### src/rtl/riscv_exec_ctrl_pkg.sv
`default_nettype none
// +------------------------------------------------------------------+
// | riscv_exec_pkg : opcodes, ALU op codes, ImmSel/WBSel encodings   |
// | Rev 1.0                                                          |
// +------------------------------------------------------------------+
package riscv_exec_pkg;

  localparam logic [6:0] OPC_OP     = 7'b0110011;
  localparam logic [6:0] OPC_OP_IMM = 7'b0010011;
  localparam logic [6:0] OPC_LOAD   = 7'b0000011;
  localparam logic [6:0] OPC_STORE  = 7'b0100011;
  localparam logic [6:0] OPC_BRANCH = 7'b1100011;
  localparam logic [6:0] OPC_JAL    = 7'b1101111;
  localparam logic [6:0] OPC_JALR   = 7'b1100111;
  localparam logic [6:0] OPC_LUI    = 7'b0110111;
  localparam logic [6:0] OPC_AUIPC  = 7'b0010111;

  typedef enum logic [3:0] {
    ALU_ADD    = 4'd0,
    ALU_SUB    = 4'd1,
    ALU_SLL    = 4'd2,
    ALU_SLT    = 4'd3,
    ALU_SLTU   = 4'd4,
    ALU_XOR    = 4'd5,
    ALU_SRL    = 4'd6,
    ALU_SRA    = 4'd7,
    ALU_OR     = 4'd8,
    ALU_AND    = 4'd9,
    ALU_PASS_B = 4'd10
  } alu_op_e;

  typedef enum logic [2:0] {
    IMM_I = 3'd0,
    IMM_S = 3'd1,
    IMM_B = 3'd2,
    IMM_U = 3'd3,
    IMM_J = 3'd4
  } imm_sel_e;

  typedef enum logic [1:0] {
    WB_MEM = 2'd0,
    WB_ALU = 2'd1,
    WB_PC4 = 2'd2
  } wb_sel_e;

  // alt selects SUB/SRA; callers decide when funct7[5] is meaningful
  function automatic alu_op_e alu_op_from_funct(input logic [2:0] funct3, input logic alt);
    alu_op_e op;
    case (funct3)
      3'b000:  op = alt ? ALU_SUB : ALU_ADD;
      3'b001:  op = ALU_SLL;
      3'b010:  op = ALU_SLT;
      3'b011:  op = ALU_SLTU;
      3'b100:  op = ALU_XOR;
      3'b101:  op = alt ? ALU_SRA : ALU_SRL;
      3'b110:  op = ALU_OR;
      default: op = ALU_AND;
    endcase
    return op;
  endfunction

endpackage
`default_nettype wire

### src/rtl/riscv_exec_ctrl_if.sv
`default_nettype none
// +------------------------------------------------------------------+
// | riscv_exec_ctrl_if : operand inputs and decode/ALU/status outputs|
// | Rev 1.0                                                          |
// +------------------------------------------------------------------+
interface riscv_exec_ctrl_if;
  logic [31:0] instr;
  logic [31:0] pc;
  logic [31:0] rs1_data;
  logic [31:0] rs2_data;
  logic [31:0] imm;
  logic [2:0]  ImmSel;
  logic        ASel;
  logic        BSel;
  logic        BrUn;
  logic        MemRW;
  logic        RegWEn;
  logic [1:0]  WBSel;
  logic        PCSel;
  logic [3:0]  ALUControl;
  logic [31:0] alu_result;
  logic        alu_zero;
  logic        alu_sign;
  logic        branch_taken;
  logic        illegal;
  logic        illegal_sticky;
  logic [31:0] store_count;
  logic [31:0] last_store_addr;
  logic [31:0] last_store_data;

  modport master (
    output instr, pc, rs1_data, rs2_data, imm,
    input  ImmSel, ASel, BSel, BrUn, MemRW, RegWEn, WBSel, PCSel, ALUControl,
    input  alu_result, alu_zero, alu_sign, branch_taken, illegal, illegal_sticky,
    input  store_count, last_store_addr, last_store_data
  );

  modport slave (
    input  instr, pc, rs1_data, rs2_data, imm,
    output ImmSel, ASel, BSel, BrUn, MemRW, RegWEn, WBSel, PCSel, ALUControl,
    output alu_result, alu_zero, alu_sign, branch_taken, illegal, illegal_sticky,
    output store_count, last_store_addr, last_store_data
  );
endinterface
`default_nettype wire

### src/rtl/riscv_exec_ctrl_alu.sv
`default_nettype none
// +------------------------------------------------------------------+
// | riscv_alu : 32-bit RV32I ALU, unused op codes yield zero         |
// | Rev 1.0                                                          |
// +------------------------------------------------------------------+
module riscv_alu
  import riscv_exec_pkg::*;
(
  input  logic [31:0] a_i,
  input  logic [31:0] b_i,
  input  logic [3:0]  alu_control_i,
  output logic [31:0] result_o,
  output logic        zero_o,
  output logic        sign_o
);

  logic [4:0] shamt;
  assign shamt = b_i[4:0];

  always_comb begin
    result_o = '0;
    case (alu_control_i)
      ALU_ADD:    result_o = a_i + b_i;
      ALU_SUB:    result_o = a_i - b_i;
      ALU_SLL:    result_o = a_i << shamt;
      ALU_SLT:    result_o = {31'b0, $signed(a_i) < $signed(b_i)};
      ALU_SLTU:   result_o = {31'b0, a_i < b_i};
      ALU_XOR:    result_o = a_i ^ b_i;
      ALU_SRL:    result_o = a_i >> shamt;
      ALU_SRA:    result_o = $unsigned($signed(a_i) >>> shamt);
      ALU_OR:     result_o = a_i | b_i;
      ALU_AND:    result_o = a_i & b_i;
      ALU_PASS_B: result_o = b_i;
      default:    result_o = '0;
    endcase
  end

  assign zero_o = (result_o == 32'd0);
  assign sign_o = result_o[31];

endmodule
`default_nettype wire

### src/rtl/riscv_exec_ctrl.sv
`default_nettype none
// +------------------------------------------------------------------+
// | riscv_exec_ctrl : RV32I decode, ALU, branch compare, status regs |
// | Optional macro STORE_TRACE_EN adds store count/address/data regs |
// | Rev 1.0                                                          |
// +------------------------------------------------------------------+
module riscv_exec_ctrl
  import riscv_exec_pkg::*;
(
  input  logic              clk,
  input  logic              rst,
  riscv_exec_ctrl_if.slave  bus
);

  logic [6:0]  opcode;
  logic [2:0]  funct3;
  logic        funct7_5;
  imm_sel_e    imm_sel;
  wb_sel_e     wb_sel;
  alu_op_e     alu_op;
  logic        a_sel, b_sel, mem_rw, reg_wen, pc_sel;
  logic        is_branch, is_jump, illegal;
  logic        br_un, br_eq, br_lt, br_cond;
  logic [31:0] op_a, op_b, alu_result;
  logic        illegal_sticky_q, illegal_sticky_d;
  logic        unused_instr_bits;

  assign opcode   = bus.instr[6:0];
  assign funct3   = bus.instr[14:12];
  assign funct7_5 = bus.instr[30];
  assign unused_instr_bits = ^{bus.instr[31], bus.instr[29:15], bus.instr[11:7]};

  always_comb begin
    imm_sel   = IMM_I;
    wb_sel    = WB_MEM;
    alu_op    = ALU_ADD;
    a_sel     = 1'b0;
    b_sel     = 1'b0;
    mem_rw    = 1'b0;
    reg_wen   = 1'b0;
    pc_sel    = 1'b0;
    is_branch = 1'b0;
    is_jump   = 1'b0;
    illegal   = 1'b0;
    case (opcode)
      OPC_OP: begin
        alu_op  = alu_op_from_funct(funct3, funct7_5);
        reg_wen = 1'b1;
        wb_sel  = WB_ALU;
      end
      OPC_OP_IMM: begin
        // only SRAI borrows funct7[5]; other I-type immediates may set bit 30
        alu_op  = alu_op_from_funct(funct3, funct7_5 && (funct3 == 3'b101));
        b_sel   = 1'b1;
        reg_wen = 1'b1;
        wb_sel  = WB_ALU;
      end
      OPC_LOAD: begin
        b_sel   = 1'b1;
        reg_wen = 1'b1;
      end
      OPC_STORE: begin
        imm_sel = IMM_S;
        b_sel   = 1'b1;
        mem_rw  = 1'b1;
      end
      OPC_BRANCH: begin
        imm_sel   = IMM_B;
        a_sel     = 1'b1;
        b_sel     = 1'b1;
        is_branch = 1'b1;
        illegal   = (funct3[2:1] == 2'b01);
        pc_sel    = (funct3[2:1] != 2'b01);
      end
      OPC_JAL: begin
        imm_sel = IMM_J;
        a_sel   = 1'b1;
        b_sel   = 1'b1;
        pc_sel  = 1'b1;
        reg_wen = 1'b1;
        wb_sel  = WB_PC4;
        is_jump = 1'b1;
      end
      OPC_JALR: begin
        b_sel   = 1'b1;
        pc_sel  = 1'b1;
        reg_wen = 1'b1;
        wb_sel  = WB_PC4;
        is_jump = 1'b1;
      end
      OPC_LUI: begin
        imm_sel = IMM_U;
        b_sel   = 1'b1;
        alu_op  = ALU_PASS_B;
        reg_wen = 1'b1;
        wb_sel  = WB_ALU;
      end
      OPC_AUIPC: begin
        imm_sel = IMM_U;
        a_sel   = 1'b1;
        b_sel   = 1'b1;
        reg_wen = 1'b1;
        wb_sel  = WB_ALU;
      end
      default: illegal = 1'b1;
    endcase
  end

  assign br_un = is_branch & funct3[1];
  assign br_eq = (bus.rs1_data == bus.rs2_data);
  assign br_lt = br_un ? (bus.rs1_data < bus.rs2_data)
                       : ($signed(bus.rs1_data) < $signed(bus.rs2_data));

  always_comb begin
    case (funct3)
      3'b000:  br_cond = br_eq;
      3'b001:  br_cond = ~br_eq;
      3'b100:  br_cond = br_lt;
      3'b101:  br_cond = ~br_lt;
      3'b110:  br_cond = br_lt;
      3'b111:  br_cond = ~br_lt;
      default: br_cond = 1'b0;
    endcase
  end

  assign op_a = a_sel ? bus.pc  : bus.rs1_data;
  assign op_b = b_sel ? bus.imm : bus.rs2_data;

  riscv_alu u_alu (
    .a_i           (op_a),
    .b_i           (op_b),
    .alu_control_i (alu_op),
    .result_o      (alu_result),
    .zero_o        (bus.alu_zero),
    .sign_o        (bus.alu_sign)
  );

  assign bus.ImmSel       = imm_sel;
  assign bus.WBSel        = wb_sel;
  assign bus.ALUControl   = alu_op;
  assign bus.ASel         = a_sel;
  assign bus.BSel         = b_sel;
  assign bus.BrUn         = br_un;
  assign bus.MemRW        = mem_rw;
  assign bus.RegWEn       = reg_wen;
  assign bus.PCSel        = pc_sel;
  assign bus.alu_result   = alu_result;
  assign bus.illegal      = illegal;
  assign bus.branch_taken = (is_branch & ~illegal & br_cond) | is_jump;

  assign illegal_sticky_d = illegal_sticky_q | illegal;

  always_ff @(posedge clk or posedge rst) begin
    if (rst) illegal_sticky_q <= 1'b0;
    else     illegal_sticky_q <= illegal_sticky_d;
  end

  assign bus.illegal_sticky = illegal_sticky_q;

`ifdef STORE_TRACE_EN
  logic [31:0] store_count_q, store_count_d;
  logic [31:0] last_store_addr_q, last_store_addr_d;
  logic [31:0] last_store_data_q, last_store_data_d;

  assign store_count_d     = mem_rw ? store_count_q + 32'd1 : store_count_q;
  assign last_store_addr_d = mem_rw ? alu_result            : last_store_addr_q;
  assign last_store_data_d = mem_rw ? bus.rs2_data          : last_store_data_q;

  always_ff @(posedge clk or posedge rst) begin
    if (rst) begin
      store_count_q     <= '0;
      last_store_addr_q <= '0;
      last_store_data_q <= '0;
    end else begin
      store_count_q     <= store_count_d;
      last_store_addr_q <= last_store_addr_d;
      last_store_data_q <= last_store_data_d;
    end
  end

  assign bus.store_count     = store_count_q;
  assign bus.last_store_addr = last_store_addr_q;
  assign bus.last_store_data = last_store_data_q;
`else
  assign bus.store_count     = '0;
  assign bus.last_store_addr = '0;
  assign bus.last_store_data = '0;
`endif

endmodule
`default_nettype wire

### src/flat_wrapper.sv
// flat-port wrapper written by rule: the top's interface ports become plain ports
module riscv_exec_ctrl_flat import riscv_exec_pkg::*;
  (clk, rst, bus_instr, bus_pc, bus_rs1_data, bus_rs2_data, bus_imm, bus_ImmSel, bus_ASel, bus_BSel, bus_BrUn, bus_MemRW, bus_RegWEn, bus_WBSel, bus_PCSel, bus_ALUControl, bus_alu_result, bus_alu_zero, bus_alu_sign, bus_branch_taken, bus_illegal, bus_illegal_sticky, bus_store_count, bus_last_store_addr, bus_last_store_data);
  riscv_exec_ctrl_if bus_i ();
  input  logic clk;
  input  logic rst;
  input wire logic [$bits(bus_i.instr)-1:0] bus_instr;
  input wire logic [$bits(bus_i.pc)-1:0] bus_pc;
  input wire logic [$bits(bus_i.rs1_data)-1:0] bus_rs1_data;
  input wire logic [$bits(bus_i.rs2_data)-1:0] bus_rs2_data;
  input wire logic [$bits(bus_i.imm)-1:0] bus_imm;
  output wire logic [$bits(bus_i.ImmSel)-1:0] bus_ImmSel;
  output wire logic [$bits(bus_i.ASel)-1:0] bus_ASel;
  output wire logic [$bits(bus_i.BSel)-1:0] bus_BSel;
  output wire logic [$bits(bus_i.BrUn)-1:0] bus_BrUn;
  output wire logic [$bits(bus_i.MemRW)-1:0] bus_MemRW;
  output wire logic [$bits(bus_i.RegWEn)-1:0] bus_RegWEn;
  output wire logic [$bits(bus_i.WBSel)-1:0] bus_WBSel;
  output wire logic [$bits(bus_i.PCSel)-1:0] bus_PCSel;
  output wire logic [$bits(bus_i.ALUControl)-1:0] bus_ALUControl;
  output wire logic [$bits(bus_i.alu_result)-1:0] bus_alu_result;
  output wire logic [$bits(bus_i.alu_zero)-1:0] bus_alu_zero;
  output wire logic [$bits(bus_i.alu_sign)-1:0] bus_alu_sign;
  output wire logic [$bits(bus_i.branch_taken)-1:0] bus_branch_taken;
  output wire logic [$bits(bus_i.illegal)-1:0] bus_illegal;
  output wire logic [$bits(bus_i.illegal_sticky)-1:0] bus_illegal_sticky;
  output wire logic [$bits(bus_i.store_count)-1:0] bus_store_count;
  output wire logic [$bits(bus_i.last_store_addr)-1:0] bus_last_store_addr;
  output wire logic [$bits(bus_i.last_store_data)-1:0] bus_last_store_data;
  assign bus_i.instr = bus_instr;
  assign bus_i.pc = bus_pc;
  assign bus_i.rs1_data = bus_rs1_data;
  assign bus_i.rs2_data = bus_rs2_data;
  assign bus_i.imm = bus_imm;
  assign bus_ImmSel = bus_i.ImmSel;
  assign bus_ASel = bus_i.ASel;
  assign bus_BSel = bus_i.BSel;
  assign bus_BrUn = bus_i.BrUn;
  assign bus_MemRW = bus_i.MemRW;
  assign bus_RegWEn = bus_i.RegWEn;
  assign bus_WBSel = bus_i.WBSel;
  assign bus_PCSel = bus_i.PCSel;
  assign bus_ALUControl = bus_i.ALUControl;
  assign bus_alu_result = bus_i.alu_result;
  assign bus_alu_zero = bus_i.alu_zero;
  assign bus_alu_sign = bus_i.alu_sign;
  assign bus_branch_taken = bus_i.branch_taken;
  assign bus_illegal = bus_i.illegal;
  assign bus_illegal_sticky = bus_i.illegal_sticky;
  assign bus_store_count = bus_i.store_count;
  assign bus_last_store_addr = bus_i.last_store_addr;
  assign bus_last_store_data = bus_i.last_store_data;
  riscv_exec_ctrl u_core (.clk(clk), .rst(rst), .bus(bus_i));
endmodule
### config.mk
export PLATFORM = sky130hd
export DESIGN_NAME = riscv_exec_ctrl_flat
export DESIGN_NICKNAME = d
export VERILOG_FILES = /design/src/rtl/riscv_exec_ctrl_pkg.sv /design/src/rtl/riscv_exec_ctrl_if.sv /design/src/rtl/riscv_exec_ctrl_alu.sv /design/src/rtl/riscv_exec_ctrl.sv /design/src/flat_wrapper.sv
export SDC_FILE = /design/constraint.sdc
export NUM_CORES = 1
export LEC_CHECK = 0
export BUFFER_PORTS_ARGS = -buffer_cell sky130_fd_sc_hd__clkbuf_2
export CAP_MARGIN = 20
export CORE_AREA = 2 2 188 190
export CTS_BUF_LIST = sky130_fd_sc_hd__clkbuf_8
export DETAILED_ROUTE_END_ITERATION = 10
export DIE_AREA = 0 0 190 192
export GPL_TIMING_DRIVEN = 1
export PLACE_DENSITY_LB_ADDON = 0.2
export SKIP_CTS_REPAIR_TIMING = 1
export SYNTH_ARGS = -nofsm -noshare
export SYNTH_HDL_FRONTEND = slang
export SYNTH_HIERARCHICAL = 1
export SYNTH_SLANG_ARGS = --single-unit
### constraint.sdc
create_clock -name clk -period 10.5 [get_ports clk]
set_clock_uncertainty 0.2 [all_clocks]
set_input_delay 2.1 -clock clk [delete_from_list [all_inputs] [get_ports clk]]
set_output_delay 2.1 -clock clk [all_outputs]
set_load 0.03 [all_outputs]
==> results.json, run 1 <==
{
  "grt_antenna_before_repair": 0,
  "hold_slack_ns": 0.2562,
  "synth_top_area_cell": "ha_1",
  "ys_seq_area_share_pct": 0.1893,
  "num_vias": 16320,
  "synthTopCellsByArea": "ha_1 (12%), mux2_2 (9.5%), mux4_2 (7.3%)",
  "worst_pin_slew_ns": 1.334,
  "die-area_um2": 36480,
  "die_h_um": 192,
  "track_usage_pct": 37.25,
  "setup-tns-final_ns": 0,
  "worstHoldPathType": "reg2reg",
  "hold_depth": 1,
  "wirelength_um": 70550,
  "fp.coreArea_um2": 34290,
  "final_cell_mix": "clkbuf_2 (192), nand2_1 (151), nor2_1 (144)",
  "drtIter0Drc": 1686,
  "peakVddDrop_mv": 0.04337,
  "antenna_left": 0,
  "grt-ovfl-total": 0,
  "use_met1_pct": 47.65,
  "grt_pass1_vias": 15060,
  "slew_violations": 0,
  "grt_busiest_layer": "met2",
  "io-pin-count": 310,
  "drc": 0,
  "preCtsSetupSlack_ns": 0.1834,
  "period_minus_slack_ns": 10.37,
  "utilization_pct": 43.49,
  "hold_viol": 0,
  "synth-edff-count": 0,
  "setup.worst_path.start": "bus_instr[3]",
  "p_leak_nw": 6.716,
  "critPathMostFrequentCell": "or4_1",
  "power_mw": 0.9715,
  "clock_latency_ns": 0,
  "area_growth_pct": 12.82,
  "crit_chain": "clkbuf_2 -> nor2_1 -> nand3_1 -> o21ai_1 -> nand2_1 -> buf_4 -> mux2_4 -> inv_1 -> ha_1 -> buf_4 -> or4_1 -> and2_1 -> xnor2_1 -> o2111ai_1 -> nor4_1 -> nand4_1 -> or4_1 -> or4_1 -> nor4_4 -> clkbuf_2",
  "clkTransAtPathRegs_ns": 0,
  "hp-start": "u_core/bus.illegal_sticky",
  "drive_gt1_share_pct": 25.39,
  "start_util_pct": 38.55,
  "syn_area_um2": 13220,
  "largest_reg_flops": 1,
  "slew_headroom_pct": 11.04,
  "nFillCells": 3642,
  "crit_fanout": 10,
  "grt_max_degree": 86,
  "antennaDiodeCount": 0,
  "avgViaCountPerCell": 6.487,
  "critical_path_arrival_ns": 8.07,
  "wl_per_cell_um": 28.05,
  "ys_types": 96,
  "worstSetupEndpointType": "output port",
  "yosysWarningCount": 6,
  "nets": 2358,
  "max-cap-violations": 0,
  "first_pass_iters": 7,
  "num_rows": 68,
  "numPortBuffers": 192,
  "fin_ws_ns": 0.1313,
  "final_common_cell": "clkbuf_2",
  "path_class": "in2out",
  "grt_use_met2_pct": 59.62,
  "synthFlopType": "dfrtp_1",
  "setup_viol": 0,
  "outcome": "finished, final reports clean",
  "multiInputGateArea_um2": 11760,
  "r2r-start": "u_core/bus.illegal_sticky",
  "power_per_cell_area_nw_per_um2": 65.16,
  "async_flop_share_pct": 100.0,
  "routabilityCongestion": 1.075,
  "slowest_delay_ns": 0.64,
  "startpoint_type": "input pin",
  "cpMaxStageDelayCell": "or4_1",
  "synthesis.instances": 1869,
  "cp.required_ns": 8.20,
  "period_share_pct": 98.75,
  "fmax_ghz": 0.09644,
  "grt_pass1_wl_um": 101700,
  "place_hpwl_um": 57060,
  "register_area_um2": 25.02,
  "gr-usage-met3_pct": 6.011,
  "synth.avg_cell_area_um2": 7.071,
  "reg2reg_depth": 1,
  "synth_top_cell_area_share_pct": 12.50,
  "die_w_um": 190,
  "synth-seq-cells": 1
}
-- worst max-delay path, delay by kind of cell --
kind | cells | cell delay [ns]
compound gates | 2 | 0.26
fa+ha+maj | 1 | 0.33
xor+xnor | 1 | 0.24
mux | 1 | 0.33
simple gates | 10 | 3.70
buf+inv | 5 | 1.09
-- area by class of cell --
type | instances | area share (%)
multi-input combinational | 1591 | 78.85
timing repair buffer | 326 | 13.59
tap | 455 | 3.818
inverter | 142 | 3.575
sequential | 1 | 0.1678
-- synthesized netlist by cell type (41+ instances only) --
master / instances
nand3_1: 41
buf_4: 104
mux2i_1: 48
inv_1: 136
mux4_2: 43
a21oi_1: 115
clkbuf_1: 84
ha_1: 132
nor3_1: 45
nand2_1: 151
o21ai_0: 95
nor2_1: 144
mux2_2: 111
-- metal layers --
layer / share of wire [%] / vias up
li1: - / 7178
met3: 9.2 / 221
met2: 44 / 1098
met4: 6.8 / 0
met5: 0 / -
met1: 40 / 7818
-- metrics by stage --
| step | std cells | instance area, um^2 |
|---|---|---|
| floorplan | 1964 | 13580 |
| global placement | 2514 | 14870 |
| detailed placement | 2514 | 14870 |
| CTS | 2514 | 14870 |
| global route | 2515 | 14910 |
| finish | 2515 | 14910 |
-- cell families after synthesis --
logic type      count (synthesis)  synth area share (%)
mux                           203                 20.53
simple gates                  595                 22.72
compound gates                543                 28.19
other cells                     1               0.02837
xor+xnor                       20                 1.325
fa+ha+maj                     134                 12.80
flops                           1                0.1893
buf+inv                       372                 14.21
-- path summary, 6_finish.rpt --
path / endpoint / slack [ns]
max in group asynchronous: u_core/bus.illegal_sticky / 8.29
worst max register to register: u_core/bus.illegal_sticky / 9.53
worst min register to register: u_core/bus.illegal_sticky / 0.26
worst max-delay path: bus_alu_zero / 0.13
min in group asynchronous: u_core/bus.illegal_sticky / 1.72
worst min-delay path: u_core/bus.illegal_sticky / 0.26
-- power by group --
part	internal, mW	switching [mW]	total (mW)	leakage [nW]
registers	0.00392	0	0.00392	0.00875
clock network	0	0	0	0
logic	0.333	0.634	0.968	6.71
Power figures use the tool's default switching activity.
==> inputs of run 2 (changes only) <==
--- a/config.mk
+++ b/config.mk
@@ -7,10 +7,10 @@
 export LEC_CHECK = 0
 export BUFFER_PORTS_ARGS = -buffer_cell sky130_fd_sc_hd__clkbuf_2
 export CAP_MARGIN = 20
-export CORE_AREA = 2 2 188 190
+export CORE_AREA = 2 2 150 152
 export CTS_BUF_LIST = sky130_fd_sc_hd__clkbuf_8
 export DETAILED_ROUTE_END_ITERATION = 10
-export DIE_AREA = 0 0 190 192
+export DIE_AREA = 0 0 152 154
 export GPL_TIMING_DRIVEN = 1
 export PLACE_DENSITY_LB_ADDON = 0.2
 export SKIP_CTS_REPAIR_TIMING = 1
==> constraint.sdc (replaced) <==
create_clock -name clk -period 12.1 [get_ports clk]
set_clock_uncertainty 0.2 [all_clocks]
set_input_delay 2.42 -clock clk [delete_from_list [all_inputs] [get_ports clk]]
set_output_delay 2.42 -clock clk [all_outputs]
set_load 0.03 [all_outputs]
==> results.json, run 2 (same netlist as run 1, synthesis figures left out) <==
{
  "outcome": "finished, final reports clean",
  "track_usage_pct": 49.88,
  "die_h_um": 154,
  "grt_antenna_before_repair": 3,
  "max-cap-violations": 0,
  "period_minus_slack_ns": 11.47,
  "grt-ovfl-total": 0,
  "crit_fanout": 15,
  "grt_max_degree": 86,
  "period_share_pct": 94.82,
  "hp-start": "u_core/bus.illegal_sticky",
  "rsz0062_at_grt": "no",
  "antenna_left": 0,
  "cp.required_ns": 9.48,
  "die_w_um": 152,
  "die-area_um2": 23410,
  "peakVddDrop_mv": 0.05949,
  "slowest_delay_ns": 0.79,
  "power_per_cell_area_nw_per_um2": 57.20,
  "critical_path_arrival_ns": 8.85,
  "clock_latency_ns": 0,
  "setup_viol": 0,
  "worstSetupEndpointType": "output port",
  "startpoint_type": "input pin",
  "path_class": "in2out",
  "num_rows": 54,
  "drc": 0,
  "setup.worst_path.start": "bus_instr[2]",
  "avgViaCountPerCell": 7.386,
  "slew_headroom_pct": 17.54,
  "numPortBuffers": 192,
  "first_pass_iters": 8,
  "io-pin-count": 310,
  "final_common_cell": "clkbuf_2",
  "r2r-start": "u_core/bus.illegal_sticky",
  "final_cell_mix": "clkbuf_2 (192), nand2_1 (151), nor2_1 (144)",
  "critPathMostFrequentCell": "or4_1",
  "worstHoldPathType": "reg2reg",
  "wirelength_um": 62090,
  "drive_gt1_share_pct": 21.74,
  "p_leak_nw": 6.250,
  "power_mw": 0.7977,
  "nets": 2267,
  "routabilityCongestion": 1.162,
  "wl_per_cell_um": 27.61,
  "fp.coreArea_um2": 21690,
  "slew_violations": 0,
  "setup-tns-final_ns": 0,
  "grt_pass1_wl_um": 92030,
  "crit_family": "simple AND/OR/NAND/NOR gates",
  "grt_pass1_vias": 15230,
  "hold_viol": 0,
  "fmax_ghz": 0.08716,
  "start_util_pct": 60.94,
  "antennaDiodeCount": 0,
  "nFillCells": 2033,
  "num_vias": 16610,
  "cpMaxStageDelayCell": "a2111oi_0",
  "fin_ws_ns": 0.6269,
  "worst_pin_slew_ns": 1.220,
  "crit_chain": "clkbuf_2 -> nand2b_1 -> a31oi_1 -> o21ai_1 -> nand2_1 -> mux2_2 -> ha_1 -> inv_1 -> fa_1 -> nor2b_1 -> o2111ai_1 -> a2111oi_0 -> or3_1 -> xor2_1 -> a211o_1 -> or4_1 -> or4_1 -> or4_1 -> nor4_2 -> clkbuf_2",
  "clkTransAtPathRegs_ns": 0,
  "place_hpwl_um": 48520,
  "preCtsSetupSlack_ns": 0.8181,
  "cp_num_buf_inv": 3,
  "area_growth_pct": 5.519,
  "largest_reg_flops": 1,
  "utilization_pct": 64.30,
  "drtIter0Drc": 2764
}
==> run 2: cell count changes in the layout (fill, tap and decap cells not counted), moves of 2 or more <==
cell    previous run  this run
buf_12             4         1
buf_4            128        41
nor4_1            16        19
nor4_2             5         3
==> run 2: layer usage <==
layer,vias to the layer above,global-route usage (%),wire length (um)
met5,-,0,13
met4,2,36.63,5796
met3,393,9.893,9294
met2,1626,75.89,25720
met1,7587,62.69,21260
li1,7004,-,-
==> run 2: path summary, 6_finish.rpt <==
path,end,slack [ns],cells after the start
hold / removal,u_core/bus.illegal_sticky,0.26,1
hold reg to reg,u_core/bus.illegal_sticky,0.26,1
min in group asynchronous,u_core/bus.illegal_sticky,2.04,2
setup / recovery,bus_alu_zero,0.63,20
setup reg to reg,u_core/bus.illegal_sticky,11.13,1
max in group asynchronous,u_core/bus.illegal_sticky,9.56,2
==> run 2: power breakdown <==
group | leakage, nW | total [mW] | internal [mW] | switching, mW
clock network | 0 | 0 | 0 | 0
logic | 6.24 | 0.794 | 0.259 | 0.535
registers | 0.00875 | 0.00340 | 0.00340 | 0
==> run 2: cell type report <==
type	count	area, um^2	share of cell area, %
Inverter	142	533.0	3.822
Multi-Input combinational cell	1591	11740	84.16
Sequential cell	1	25.02	0.1794
Tap cell	280	350.3	2.512
Timing Repair Buffer	235	1301	9.331
==> run 2: per-stage QoR <==
stage	instance area, um^2	hold WS, ns	cells
5_1_grt	13950	0.2575	2249
3_3_place_gp	13930	0.2488	2248
2_1_floorplan	13570	0.4773	1964
3_5_place_dp	13930	0.2546	2248
6_report	13950	0.2575	2249
4_1_cts	13930	0.2558	2248
